<file path="src/rtl/inst_fetch_queue.sv">
// Instruction-fetch front end: PC generation, instruction-memory request
// handshake and a DEPTH-entry {pc, inst} queue feeding the IF/ID register.
// Decouples fetch from decode stalls and presents NOP bubbles when empty or
// while a redirect is flushing the queue.
module inst_fetch_queue #(
    parameter int              XLEN     = 64,
    parameter int              ILEN     = 32,
    parameter int              DEPTH    = 4,
    parameter logic [XLEN-1:0] RESET_PC = {XLEN{1'b0}},
    parameter logic [ILEN-1:0] NOP_INST = 32'h0000_0013
) (
    input  logic                         clk,
    input  logic                         rst_n,
    output logic [XLEN-1:0]              imem_addr,
    output logic                         imem_req,
    input  logic                         imem_ready,
    input  logic [ILEN-1:0]              imem_rdata,
    input  logic                         redirect,
    input  logic [XLEN-1:0]              redirect_pc,
    input  logic                         deq_stall,
    output logic                         out_valid,
    output logic [ILEN-1:0]              out_inst,
    output logic [XLEN-1:0]              out_pc,
    output logic [$clog2(DEPTH+1)-1:0]   count
);

    localparam int PW = $clog2(DEPTH);
    localparam int CW = $clog2(DEPTH+1);

    logic [XLEN-1:0] fetch_pc;
    logic [PW-1:0]   wr_ptr;
    logic [PW-1:0]   rd_ptr;
    logic [CW-1:0]   count_q;

    // Queue storage; contents are only meaningful where count says so,
    // so it carries no reset.
    logic [XLEN-1:0] pc_mem   [DEPTH];
    logic [ILEN-1:0] inst_mem [DEPTH];

    logic fetch;
    logic deq;
    logic queue_full;
    logic queue_empty;

    // Handshake and dequeue qualifiers; redirect overrides both sides.
    always_comb begin
        queue_full  = (count_q == CW'(DEPTH));
        queue_empty = (count_q == '0);
        imem_req    = !queue_full;
        imem_addr   = fetch_pc;
        fetch       = imem_req && imem_ready && !redirect;
        out_valid   = !queue_empty && !redirect;
        deq         = out_valid && !deq_stall;
        count       = count_q;
    end

    // Head presentation: bubble whenever nothing valid is offered.
    always_comb begin
        out_inst = NOP_INST;
        out_pc   = '0;
        if (out_valid) begin
            out_inst = inst_mem[rd_ptr];
            out_pc   = pc_mem[rd_ptr];
        end
    end

    // Write fetched pair at the tail.
    always_ff @(posedge clk) begin
        if (fetch) begin
            pc_mem[wr_ptr]   <= fetch_pc;
            inst_mem[wr_ptr] <= imem_rdata;
        end
    end

    // Fetch PC: reset vector, redirect target (word aligned) or sequential.
    always_ff @(posedge clk or negedge rst_n) begin
        if (!rst_n) begin
            fetch_pc <= RESET_PC;
        end else if (redirect) begin
            fetch_pc <= {redirect_pc[XLEN-1:2], 2'b00};
        end else if (fetch) begin
            fetch_pc <= fetch_pc + XLEN'(4);
        end
    end

    // Pointers and occupancy; redirect flushes the whole queue.
    always_ff @(posedge clk or negedge rst_n) begin
        if (!rst_n) begin
            wr_ptr  <= '0;
            rd_ptr  <= '0;
            count_q <= '0;
        end else if (redirect) begin
            wr_ptr  <= '0;
            rd_ptr  <= '0;
            count_q <= '0;
        end else begin
            if (fetch) begin
                wr_ptr <= wr_ptr + PW'(1);
            end
            if (deq) begin
                rd_ptr <= rd_ptr + PW'(1);
            end
            case ({fetch, deq})
                2'b10:   count_q <= count_q + CW'(1);
                2'b01:   count_q <= count_q - CW'(1);
                default: count_q <= count_q;
            endcase
        end
    end

endmodule

</file>
<file path="config.mk">
export PLATFORM = sky130hd
export DESIGN_NAME = inst_fetch_queue
export DESIGN_NICKNAME = d
export VERILOG_FILES = /design/src/rtl/inst_fetch_queue.sv
export SDC_FILE = /design/constraint.sdc
export NUM_CORES = 1
export LEC_CHECK = 0
export ABC_AREA = 1
export BUFFER_PORTS_ARGS = -buffer_cell sky130_fd_sc_hd__buf_2
export CORE_MARGIN = 4
export CORE_UTILIZATION = 52
export DETAILED_ROUTE_END_ITERATION = 7
export PLACE_DENSITY = 0.85
export SYNTH_ARGS = -nofsm -noshare
export SYNTH_HDL_FRONTEND = slang
export SYNTH_SLANG_ARGS = --single-unit
</file>
<file path="constraint.sdc">
create_clock -name clk -period 6 [get_ports clk]
set_clock_uncertainty 0.2 [all_clocks]
set_input_delay 1.2 -clock clk [delete_from_list [all_inputs] [get_ports clk]]
set_output_delay 1.2 -clock clk [all_outputs]
set_load 0.01 [all_outputs]
</file>
==> impl_metrics.env, run 1 <==
export IMPL_maxSlewHeadroom_pct=19.0
export IMPL_start_util_pct=53.2
export IMPL_finalNetCount=2254
export IMPL_path_max_fanout=61
export IMPL_wl_um=53800
export IMPL_yosysSeqAreaShare_pct=66.3
export IMPL_place_congestion=0.951
export IMPL_crit_type="reg2out"
export IMPL_dieArea_sq_um=41000
export IMPL_yosysWarnings=0
export IMPL_final_setup_viol_count=0
export IMPL_cts_buffers_inserted=45
export IMPL_synth_area_leaders="edfxtp_1 57%, nor2_1 9.4%, dfrtp_1 8.8%"
export IMPL_fin_crit_sh_pct=79.9
export IMPL_final_fill_count=2903
export IMPL_power_density_nw_per_um2=372
export IMPL_portBuffers=259
export IMPL_r2r_start="count[1]"
export IMPL_die_y_um=202
export IMPL_drive_gt1_share_pct=17.7
export IMPL_post_route_min_period_ps=4790
export IMPL_ant_nets=0
export IMPL_drtPass1Iterations=6
export IMPL_routedWlPerCell_um=20.0
export IMPL_clockBufferDepth=3
export IMPL_reg2reg_depth=7
export IMPL_whs_ps=375
export IMPL_grt_pass1_wl_um=81500
export IMPL_synth_edf_count=376
export IMPL_clk_transition_reported_paths_ps=60
export IMPL_leakagePower_uw=0.00866
export IMPL_synth_largest_area_cell="edfxtp_1"
export IMPL_viasPerCell=5.60
export IMPL_holdCritPathClass="reg2reg"
export IMPL_post_place_cells=2604
export IMPL_rrSetupSlack_ps=2550
export IMPL_numClockSinks=445
export IMPL_ctsHoldBuffers=0
export IMPL_h_tree_depth=2
export IMPL_syn_area_sq_um=19600
export IMPL_core_area_sq_um=37000
export IMPL_worst_ir_drop_vdd_mv=0.339
export IMPL_post_cts_resized=0
export IMPL_crit_path_start_kind="register"
export IMPL_avgSynthCellArea_sq_um=10.3
export IMPL_die_x_um=202
export IMPL_syn_inst=1916
export IMPL_synth_seq_cells=445
export IMPL_cp_end_kind="output port"
export IMPL_dpl_hpwl_um=34000
export IMPL_yosys_most_used_dff="edfxtp_1"
export IMPL_finalMaxSlewViolations=0
export IMPL_rows=70
export IMPL_hold_violations=0
export IMPL_cts_tree="yes"
export IMPL_insertion_delay_ps=550
export IMPL_fin_util_pct=61.7
export IMPL_first_global_vias=14500
export IMPL_final_cells=2689
export IMPL_timing_final_ws_setup_ps=1210
export IMPL_status="complete, no violations"
export IMPL_place_ws_ps=1690
export IMPL_postCtsSetupBuffers=0
export IMPL_tns_ps=0
export IMPL_num_io_pins=266
export IMPL_worstHoldEndpoint="wr_ptr[0]"
export IMPL_whs_path_depth=1
export IMPL_first_iter_violations=1419
export IMPL_maxCapViolations=0
export IMPL_drc=0
export IMPL_cp_required_ps=4600
export IMPL_rsz0062_at_grt="false"
export IMPL_hold_start="wr_ptr[0]"
export IMPL_async_flop_share_pct=15.5
export IMPL_grt_max_degree=190
export IMPL_grt_overflow=0
export IMPL_worst_pin_slew_ps=1210
export IMPL_worstPathArrival_ps=3390
export IMPL_fmax_mhz=209
export IMPL_post_synth_num_cell_types=40
export IMPL_vias=15100
export IMPL_synth_top_area_share_pct=57.5
export IMPL_grt_usage_pct=25.3
export IMPL_grt_antenna_before_repair=3
export IMPL_ctsRootBufferMaster="clkbuf_16"
export IMPL_area_growth_pct=16.0
export IMPL_timing_rr_end="inst_mem[2][11]"
-- cell usage in the layout (no fill, tap or decap), types with 3 or more instances in the layout --
master | netlist | final
nor2_1 | 490 | 486
edfxtp_1 | 376 | 376
nand2_1 | 298 | 298
buf_2 | 26 | 259
o21ai_0 | 217 | 217
a21oi_1 | 101 | 101
inv_1 | 71 | 71
dfrtp_1 | 69 | 67
nand3_1 | 58 | 58
clkbuf_16 | 0 | 46
xor2_1 | 18 | 18
o21bai_1 | 14 | 14
buf_4 | 8 | 14
nand4_1 | 13 | 13
xnor2_1 | 12 | 12
o211ai_1 | 12 | 12
clkbuf_1 | 52 | 12
nor2_2 | 11 | 11
clkinv_1 | 1 | 9
nand2_2 | 9 | 8
clkinv_2 | 0 | 7
nor2_4 | 3 | 7
inv_2 | 7 | 6
a22o_1 | 6 | 6
ha_1 | 5 | 5
diode_2 | 0 | 4
o21ai_1 | 4 | 4
o21a_1 | 4 | 4
conb_1 | 1 | 4
buf_12 | 0 | 4
nand2_4 | 2 | 3
o311ai_0 | 3 | 3
nor3_2 | 3 | 3
nor3_1 | 3 | 3
-- cells in the mapped netlist (2+ instances only) --
cell type and number:
clkbuf_1 52, inv_1 71, nand4_1 13, nor2_4 3, nor2_1 490, nand2_4 2
xnor2_1 12, nor2_2 11, buf_4 8, xor2_1 18, nor3_2 3, edfxtp_1 376
o21ai_1 4, o211ai_1 12, a21oi_1 101, o21a_1 4, ha_1 5, inv_2 7
buf_2 26, dfrtp_1 69, o21ai_0 217, nor3_1 3, nand2_1 298, o311ai_0 3
buf_1 10, nand2_2 9, a22o_1 6, nand3_1 58, o21bai_1 14
-- per-layer routing --
metal | vias to the layer above | global-route usage (%) | routed length, um
met3 | 124 | 4.08 | 4350
met5 | - | 0 | 0
met4 | 0 | 10.7 | 2190
met1 | 7202 | 33.2 | 21100
li1 | 6994 | - | -
met2 | 736 | 42.5 | 26200
-- how the worst max path moves through the flow --
stage	from	to	slack, ps	depth (start not counted)
2_1_floorplan	imem_ready	inst_mem[0][0]	-410	5
5_1_grt	rd_ptr[1]	out_pc[55]	1090	6
3_5_place_dp	redirect	out_pc[2]	1690	6
6_report	rd_ptr[1]	out_pc[55]	1210	6
4_1_cts	rd_ptr[1]	out_pc[55]	1150	6
3_3_place_gp	redirect	out_pc[2]	1650	6
-- registers in the layout, indices dropped and copies added, names as in the netlist --
name	count
pc_mem	248
inst_mem	128
imem_addr	62
count	3
rd_ptr	2
wr_ptr	2
-- area by class of cell --
cell class / instances / area (sq um) / area share, %
antenna: 4 / 10.0 / 0.0439
clock buffer: 60 / 1220 / 5.37
clock inverter: 21 / 164 / 0.719
inverter: 79 / 300 / 1.32
multi-input combinational: 1299 / 5950 / 26.1
sequential: 445 / 13000 / 57.2
tap: 504 / 631 / 2.77
timing repair buffer: 277 / 1480 / 6.50
-- where the power goes --
part / total (uW) / switching, uW / internal [uW]
logic: 1940 / 1330 / 602
registers: 3920 / 270 / 3650
clock network: 2620 / 1110 / 1520
total: 8480 / 2710 / 5770
-- per-stage QoR --
stage	area, sq um	power, uW
6_report	22800	8480
4_1_cts	22800	8530
5_1_grt	22800	8870
2_1_floorplan	19700	5110
3_3_place_gp	21400	5830
3_5_place_dp	21400	5910
-- cells by family after synthesis --
| logic type | synth area share [%] |
|---|---|
| adder cells (fa/ha/maj) | 0.420 |
| other | 0.0191 |
| XOR/XNOR | 1.34 |
| flip-flops | 66.3 |
| buffers and inverters | 3.66 |
| AND/OR/NAND/NOR | 18.4 |
| AO/OA/AOI/OAI | 9.88 |
-- critical path, stage by stage (launching register included) --
cell	delay [ps]
dfrtp_4	710
clkinv_2	630
buf_4	590
nor2_1	280
o21ai_0	170
a21oi_1	210
buf_2	180
No activity file was read; power rests on OpenSTA's default activity.
==> run 2, diff against run 1 <==
--- a/config.mk
+++ b/config.mk
@@ -8,9 +8,9 @@
 export ABC_AREA = 1
 export BUFFER_PORTS_ARGS = -buffer_cell sky130_fd_sc_hd__buf_2
 export CORE_MARGIN = 4
-export CORE_UTILIZATION = 52
+export CORE_UTILIZATION = 58
 export DETAILED_ROUTE_END_ITERATION = 7
-export PLACE_DENSITY = 0.85
+export PLACE_DENSITY = 0.89
 export SYNTH_ARGS = -nofsm -noshare
 export SYNTH_HDL_FRONTEND = slang
 export SYNTH_SLANG_ARGS = --single-unit
==> constraint.sdc (replaced) <==
create_clock -name clk -period 4.7 [get_ports clk]
set_clock_uncertainty 0.2 [all_clocks]
set_input_delay 0.94 -clock clk [delete_from_list [all_inputs] [get_ports clk]]
set_output_delay 0.94 -clock clk [all_outputs]
set_load 0.01 [all_outputs]
==> run 2 against run 1 <==
Sequential share of layout area up 0.20 points. Largest power group unchanged. Hold slack got worse by 67 ps. Global-route usage is 3.4 points higher. Non-clock buffer count grew 6. Largest cell class unchanged. Clock power increased by 24%. Total power grew 27%. Critical path type unchanged. Register-to-register slack got worse by 1000 ps. Critical endpoint is now out_pc[40]. Via count is 1.1% higher. Count of clock-buffer cells in the layout is 1 lower. First-iteration DRC count up 6.4%. Critical path depth unchanged. Design area is 0.35% lower.
==> impl_metrics.env, run 2 (synthesis results as in run 1) <==
export IMPL_status="complete, no violations"
export IMPL_ctsRootBufferMaster="clkbuf_16"
export IMPL_rsz0062_at_grt="false"
export IMPL_swShare_pct=32.5
export IMPL_place_congestion=0.946
export IMPL_start_util_pct=58.7
export IMPL_holdCritPathClass="in2async"
export IMPL_drive_gt1_share_pct=18.0
export IMPL_critPathTopFamily="buffers and inverters"
export IMPL_numClockSinks=445
export IMPL_largest_register="pc_mem"
export IMPL_h_tree_depth=2
export IMPL_vias=15200
export IMPL_r2r_start="count[0]"
export IMPL_post_route_min_period_ps=4050
export IMPL_startpoint="rd_ptr[0]"
export IMPL_crit_slowest_cell="dfrtp_4"
export IMPL_area_growth_pct=15.6
export IMPL_rows=67
export IMPL_finalNetCount=2258
export IMPL_seqPwrFrac_pct=47.1
export IMPL_p_int_uw=7270
export IMPL_worstPathArrival_ps=2910
export IMPL_leakagePower_uw=0.00867
export IMPL_final_cells=2635
export IMPL_fin_util_pct=67.9
export IMPL_finalMaxSlewViolations=0
export IMPL_dieArea_sq_um=36900
export IMPL_drtPass1Iterations=5
export IMPL_dpl_hpwl_um=34400
export IMPL_first_iter_violations=1510
export IMPL_p_switching_uw=3500
export IMPL_portBuffers=259
export IMPL_fmax_mhz=247
export IMPL_clk_transition_reported_paths_ps=60
export IMPL_post_place_cells=2554
export IMPL_whs_ps=308
export IMPL_cp_end_kind="output port"
export IMPL_post_cts_resized=0
export IMPL_grt_usage_pct=28.7
export IMPL_timing_final_ws_setup_ps=654
export IMPL_die_x_um=192
export IMPL_postCtsSetupBuffers=0
export IMPL_final_cell_mix="486 x nor2_1, 376 x edfxtp_1, 298 x nand2_1"
export IMPL_cp_required_ps=3560
export IMPL_fin_crit_sh_pct=86.1
export IMPL_die_y_um=192
export IMPL_core_area_sq_um=33400
export IMPL_power_density_nw_per_um2=474
export IMPL_hold_violations=0
export IMPL_cts_buffers_inserted=43
export IMPL_ant_nets=0
export IMPL_critical_path_max_stage_delay_ps=890
export IMPL_worst_pin_slew_ps=849
export IMPL_worstPathCellList="inv_4, buf_12, buf_4, o21ai_0, a21oi_1, buf_2"
export IMPL_num_io_pins=266
export IMPL_ctsHoldBuffers=0
export IMPL_first_global_vias=15000
export IMPL_routedWlPerCell_um=20.5
export IMPL_crit_path_start_kind="register"
export IMPL_critPathBufInv=4
export IMPL_viasPerCell=5.77
export IMPL_critical_path_depth=6
export IMPL_maxSlewHeadroom_pct=43.4
export IMPL_grt_max_degree=95
export IMPL_path_max_fanout=89
export IMPL_grt_overflow=0
export IMPL_grt_pass1_wl_um=81500
export IMPL_clockBufferDepth=3
export IMPL_final_setup_viol_count=0
export IMPL_wl_um=53900
export IMPL_worst_ir_drop_vdd_mv=0.305
export IMPL_place_ws_ps=995
export IMPL_crit_type="reg2out"
export IMPL_maxCapViolations=0
export IMPL_finalPower_uw=10800
export IMPL_layout_commonest_cell="nor2_1"
export IMPL_grt_antenna_before_repair=4
export IMPL_insertion_delay_ps=540
export IMPL_cts_tree="yes"
export IMPL_reg2reg_depth=7
export IMPL_largest_register_ffs=248
export IMPL_p_clk_share_pct=30.2
export IMPL_pwr_share_comb_pct=22.7
export IMPL_drc=0
[run 2: power groups by stage]
stage	logic [uW]	registers, uW	clock network, uW
detailed placement	2420	5150	0
global route	2700	5110	3460
CTS	2450	5070	3290
floorplan	1520	5010	0
finish	2450	5070	3250
global placement	2330	5120	0
[run 2: path summary, 6_finish.rpt]
kind	endpoint	slack (ps)
max	out_pc[40]	650
min	imem_addr[44]	310
max reg2reg	inst_mem[3][13]	1550
min reg2reg	wr_ptr[0]	370
max in group asynchronous	imem_addr[37]	3140
min in group clk	wr_ptr[0]	370
[run 2: metrics by stage]
step,area (sq um),setup TNS [ps]
2_1_floorplan,19700,-545550
3_3_place_gp,21400,0
3_5_place_dp,21400,0
4_1_cts,22700,0
5_1_grt,22700,0
6_report,22700,0
[run 2: per-layer routing]
metal / vias up / GRT usage, % / share of wire, %
met2: 806 / 48.3 / 49
li1: 6990 / - / -
met1: 7258 / 36.3 / 38
met5: - / 0 / 0.032
met3: 160 / 5.00 / 8.5
met4: 2 / 13.8 / 5.1
[run 2: layout make-up]
type	count	area (sq um)
Sequential cell	445	13000
Fill cell	2406	10700
Multi-Input combinational cell	1299	5950
Timing Repair Buffer	283	1530
Clock buffer	59	1220
Tap cell	448	561
Inverter	79	300
Clock inverter	19	116
Antenna cell	3	7.51
[run 2: worst register-to-register path: stages (launching register included)]
cell and delay (ps):
dfrtp_1 410, inv_1 110, nand3_1 100, nand2_1 120
inv_1 190, nand2_2 410, nor2_4 780, buf_12 400
==> run 3, diff against run 2 <==
--- a/config.mk
+++ b/config.mk
@@ -5,12 +5,12 @@
 export SDC_FILE = /design/constraint.sdc
 export NUM_CORES = 1
 export LEC_CHECK = 0
-export ABC_AREA = 1
+export ABC_AREA = 0
 export BUFFER_PORTS_ARGS = -buffer_cell sky130_fd_sc_hd__buf_2
 export CORE_MARGIN = 4
-export CORE_UTILIZATION = 58
+export CORE_UTILIZATION = 57
 export DETAILED_ROUTE_END_ITERATION = 7
-export PLACE_DENSITY = 0.89
+export PLACE_DENSITY_LB_ADDON = 0.25
 export SYNTH_ARGS = -nofsm -noshare
 export SYNTH_HDL_FRONTEND = slang
 export SYNTH_SLANG_ARGS = --single-unit
==> run 3 against run 2 <==
Utilization is 1.5 points higher. Largest power group unchanged. Largest cell class unchanged. Final cell count down 30%. Hold slack improved by 69 ps. Sequential power down 5.5%. Global-route usage decreased by 4.9 points. Synthesized cell count is 43% lower. Critical path depth fell by 2. Critical endpoint is now out_pc[25]. Fmax rose by 6.1%. Register-to-register slack improved by 240 ps. Design area is 2.6% lower. Total power decreased by 5.4%. Clock power grew 11%.
==> impl_metrics.env, run 3 <==
export IMPL_p_switching_uw=2590
export IMPL_cp_required_ps=3560
export IMPL_drive_gt1_share_pct=34.5
export IMPL_synth_largest_area_cell="edfxtp_1"
export IMPL_timing_final_ws_setup_ps=888
export IMPL_viasPerCell=5.93
export IMPL_largest_register="pc_mem"
export IMPL_yosysWarnings=0
export IMPL_clk_transition_reported_paths_ps=60
export IMPL_die_x_um=189
export IMPL_worst_pin_slew_ps=1020
export IMPL_cts_buffers_inserted=45
export IMPL_leakagePower_uw=0.00796
export IMPL_yosys_most_used_dff="edfxtp_1"
export IMPL_ctsHoldBuffers=0
export IMPL_r2r_start="count[2]"
export IMPL_syn_inst=1100
export IMPL_synth_area_leaders="edfxtp_1 61%, mux4_2 11%, dfrtp_1 9.3%"
export IMPL_fmax_mhz=262
export IMPL_synth_top_area_share_pct=60.6
export IMPL_drc=0
export IMPL_start_util_pct=58.5
export IMPL_num_io_pins=266
export IMPL_rows=65
export IMPL_rsz0062_at_grt="false"
export IMPL_cp_end_kind="output port"
export IMPL_grt_usage_pct=23.9
export IMPL_maxSlewHeadroom_pct=31.7
export IMPL_p_clk_share_pct=35.5
export IMPL_dpl_hpwl_um=27700
export IMPL_post_route_min_period_ps=3810
export IMPL_h_tree_depth=2
export IMPL_grt_overflow=0
export IMPL_final_setup_viol_count=0
export IMPL_ctsRootBufferMaster="clkbuf_16"
export IMPL_final_fill_count=2169
export IMPL_core_area_sq_um=31900
export IMPL_post_synth_num_cell_types=62
export IMPL_swShare_pct=25.4
export IMPL_first_global_vias=11000
export IMPL_grt_antenna_before_repair=3
export IMPL_grt_max_degree=67
export IMPL_ant_nets=0
export IMPL_vias=11000
export IMPL_holdCritPathClass="in2async"
export IMPL_clockBufferDepth=3
export IMPL_cts_tree="yes"
export IMPL_status="complete, no violations"
export IMPL_seqPwrFrac_pct=47.0
export IMPL_drtPass1Iterations=6
export IMPL_path_max_fanout=28
export IMPL_syn_area_sq_um=18600
export IMPL_synth_common_cells="376 x edfxtp_1, 96 x and2_1, 94 x mux4_2, 74 x nand2_1, 69 x dfrtp_1"
export IMPL_rrSetupSlack_ps=1790
export IMPL_insertion_delay_ps=530
export IMPL_tns_ps=0
export IMPL_area_growth_pct=18.7
export IMPL_layout_commonest_cell="edfxtp_1"
export IMPL_timing_rr_end="pc_mem[2][20]"
export IMPL_async_flop_share_pct=15.5
export IMPL_p_int_uw=7600
export IMPL_routedWlPerCell_um=22.9
export IMPL_antenna_cells=0
export IMPL_hold_violations=0
export IMPL_place_ws_ps=1210
export IMPL_pwr_share_comb_pct=17.5
export IMPL_final_cell_mix="376 x edfxtp_1, 258 x buf_2, 96 x and2_1"
export IMPL_synth_most_common_cell="edfxtp_1"
export IMPL_finalNetCount=1484
export IMPL_startpoint="rd_ptr[0]"
export IMPL_finalMaxSlewViolations=0
export IMPL_worstPathArrival_ps=2670
export IMPL_post_cts_resized=0
export IMPL_crit_type="reg2out"
export IMPL_synth_edf_count=376
export IMPL_largest_register_ffs=248
export IMPL_place_congestion=0.798
export IMPL_die_y_um=189
export IMPL_power_density_nw_per_um2=461
export IMPL_numClockSinks=445
export IMPL_portBuffers=259
export IMPL_fin_crit_sh_pct=81.1
export IMPL_yosysSeqAreaShare_pct=69.8
export IMPL_avgSynthCellArea_sq_um=16.9
export IMPL_dieArea_sq_um=35700
export IMPL_maxCapViolations=0
export IMPL_cp_endpoint="out_pc[25]"
export IMPL_first_iter_violations=966
export IMPL_synth_seq_cells=445
export IMPL_worst_ir_drop_vdd_mv=0.347
export IMPL_reg2reg_depth=5
export IMPL_crit_path_start_kind="register"
export IMPL_grt_pass1_wl_um=65900
export IMPL_postCtsSetupBuffers=0
export IMPL_wl_um=42400
==> run 3: how the worst min path moves through the flow <==
stage,to,slack [ps],depth (start not counted)
6_report,imem_addr[34],380,1
3_3_place_gp,wr_ptr[1],360,2
4_1_cts,imem_addr[46],390,1
3_5_place_dp,wr_ptr[1],380,2
5_1_grt,inst_mem[1][23],390,1
2_1_floorplan,wr_ptr[1],340,2
==> run 3: stage by stage <==
step / area [sq um] / hold WS (ps) / total power (uW) / cells / util [%]
after CTS: 22100 / 386 / 10300 / 1849 / 69.4
after detailed placement: 20600 / 383 / 6680 / 1765 / 64.6
after global routing: 22100 / 393 / 10600 / 1849 / 69.4
final: 22100 / 377 / 10200 / 1849 / 69.4
after global placement: 20600 / 364 / 6630 / 1765 / 64.6
after floorplan: 18700 / 343 / 5980 / 1103 / -
==> run 3: power by group through the flow <==
stage | Sequential (uW) | Combinational, uW | Clock (uW)
finish | 4790 | 1780 | 3620
global route | 4830 | 1950 | 3850
CTS | 4790 | 1820 | 3680
detailed placement | 4870 | 1810 | 0
global placement | 4850 | 1780 | 0
floorplan | 4770 | 1210 | 0
==> run 3: cell type report <==
| class | instances | area [sq um] | share of cell area, % |
|---|---|---|---|
| inverter | 10 | 37.5 | 0.170 |
| sequential | 445 | 13000 | 58.9 |
| tap | 435 | 544 | 2.46 |
| timing repair buffer | 285 | 1630 | 7.38 |
| multi-input combinational | 590 | 5360 | 24.2 |
| clock buffer | 62 | 1270 | 5.75 |
| clock inverter | 22 | 249 | 1.13 |
==> run 3: worst max-delay path, stage by stage, from the launching register on <==
cell and delay, ps:
dfrtp_4 850, buf_4 380, mux4_2 560, and2_1 170, buf_2 130
==> run 3: layer usage <==
metal | vias up | wire length, um | global-route usage, %
li1 | 4880 | - | -
met1 | 5591 | 18300 | 35.6
met2 | 433 | 20100 | 37.8
met3 | 59 | 3300 | 4.78
met4 | 6 | 622 | 4.48
met5 | - | 34 | 0
==> run 3: cells by family after synthesis <==
| logic type | Yosys count | synth area share [%] |
|---|---|---|
| xor gates and xnor gates | 46 | 2.16 |
| buffers and inverters | 68 | 1.61 |
| DFF | 445 | 69.8 |
| adders and majority gates | 6 | 0.443 |
| muxes | 100 | 11.7 |
| AOI/OAI and AO/OA | 81 | 2.62 |
| and+or+nand+nor | 353 | 11.6 |
| other | 1 | 0.0201 |
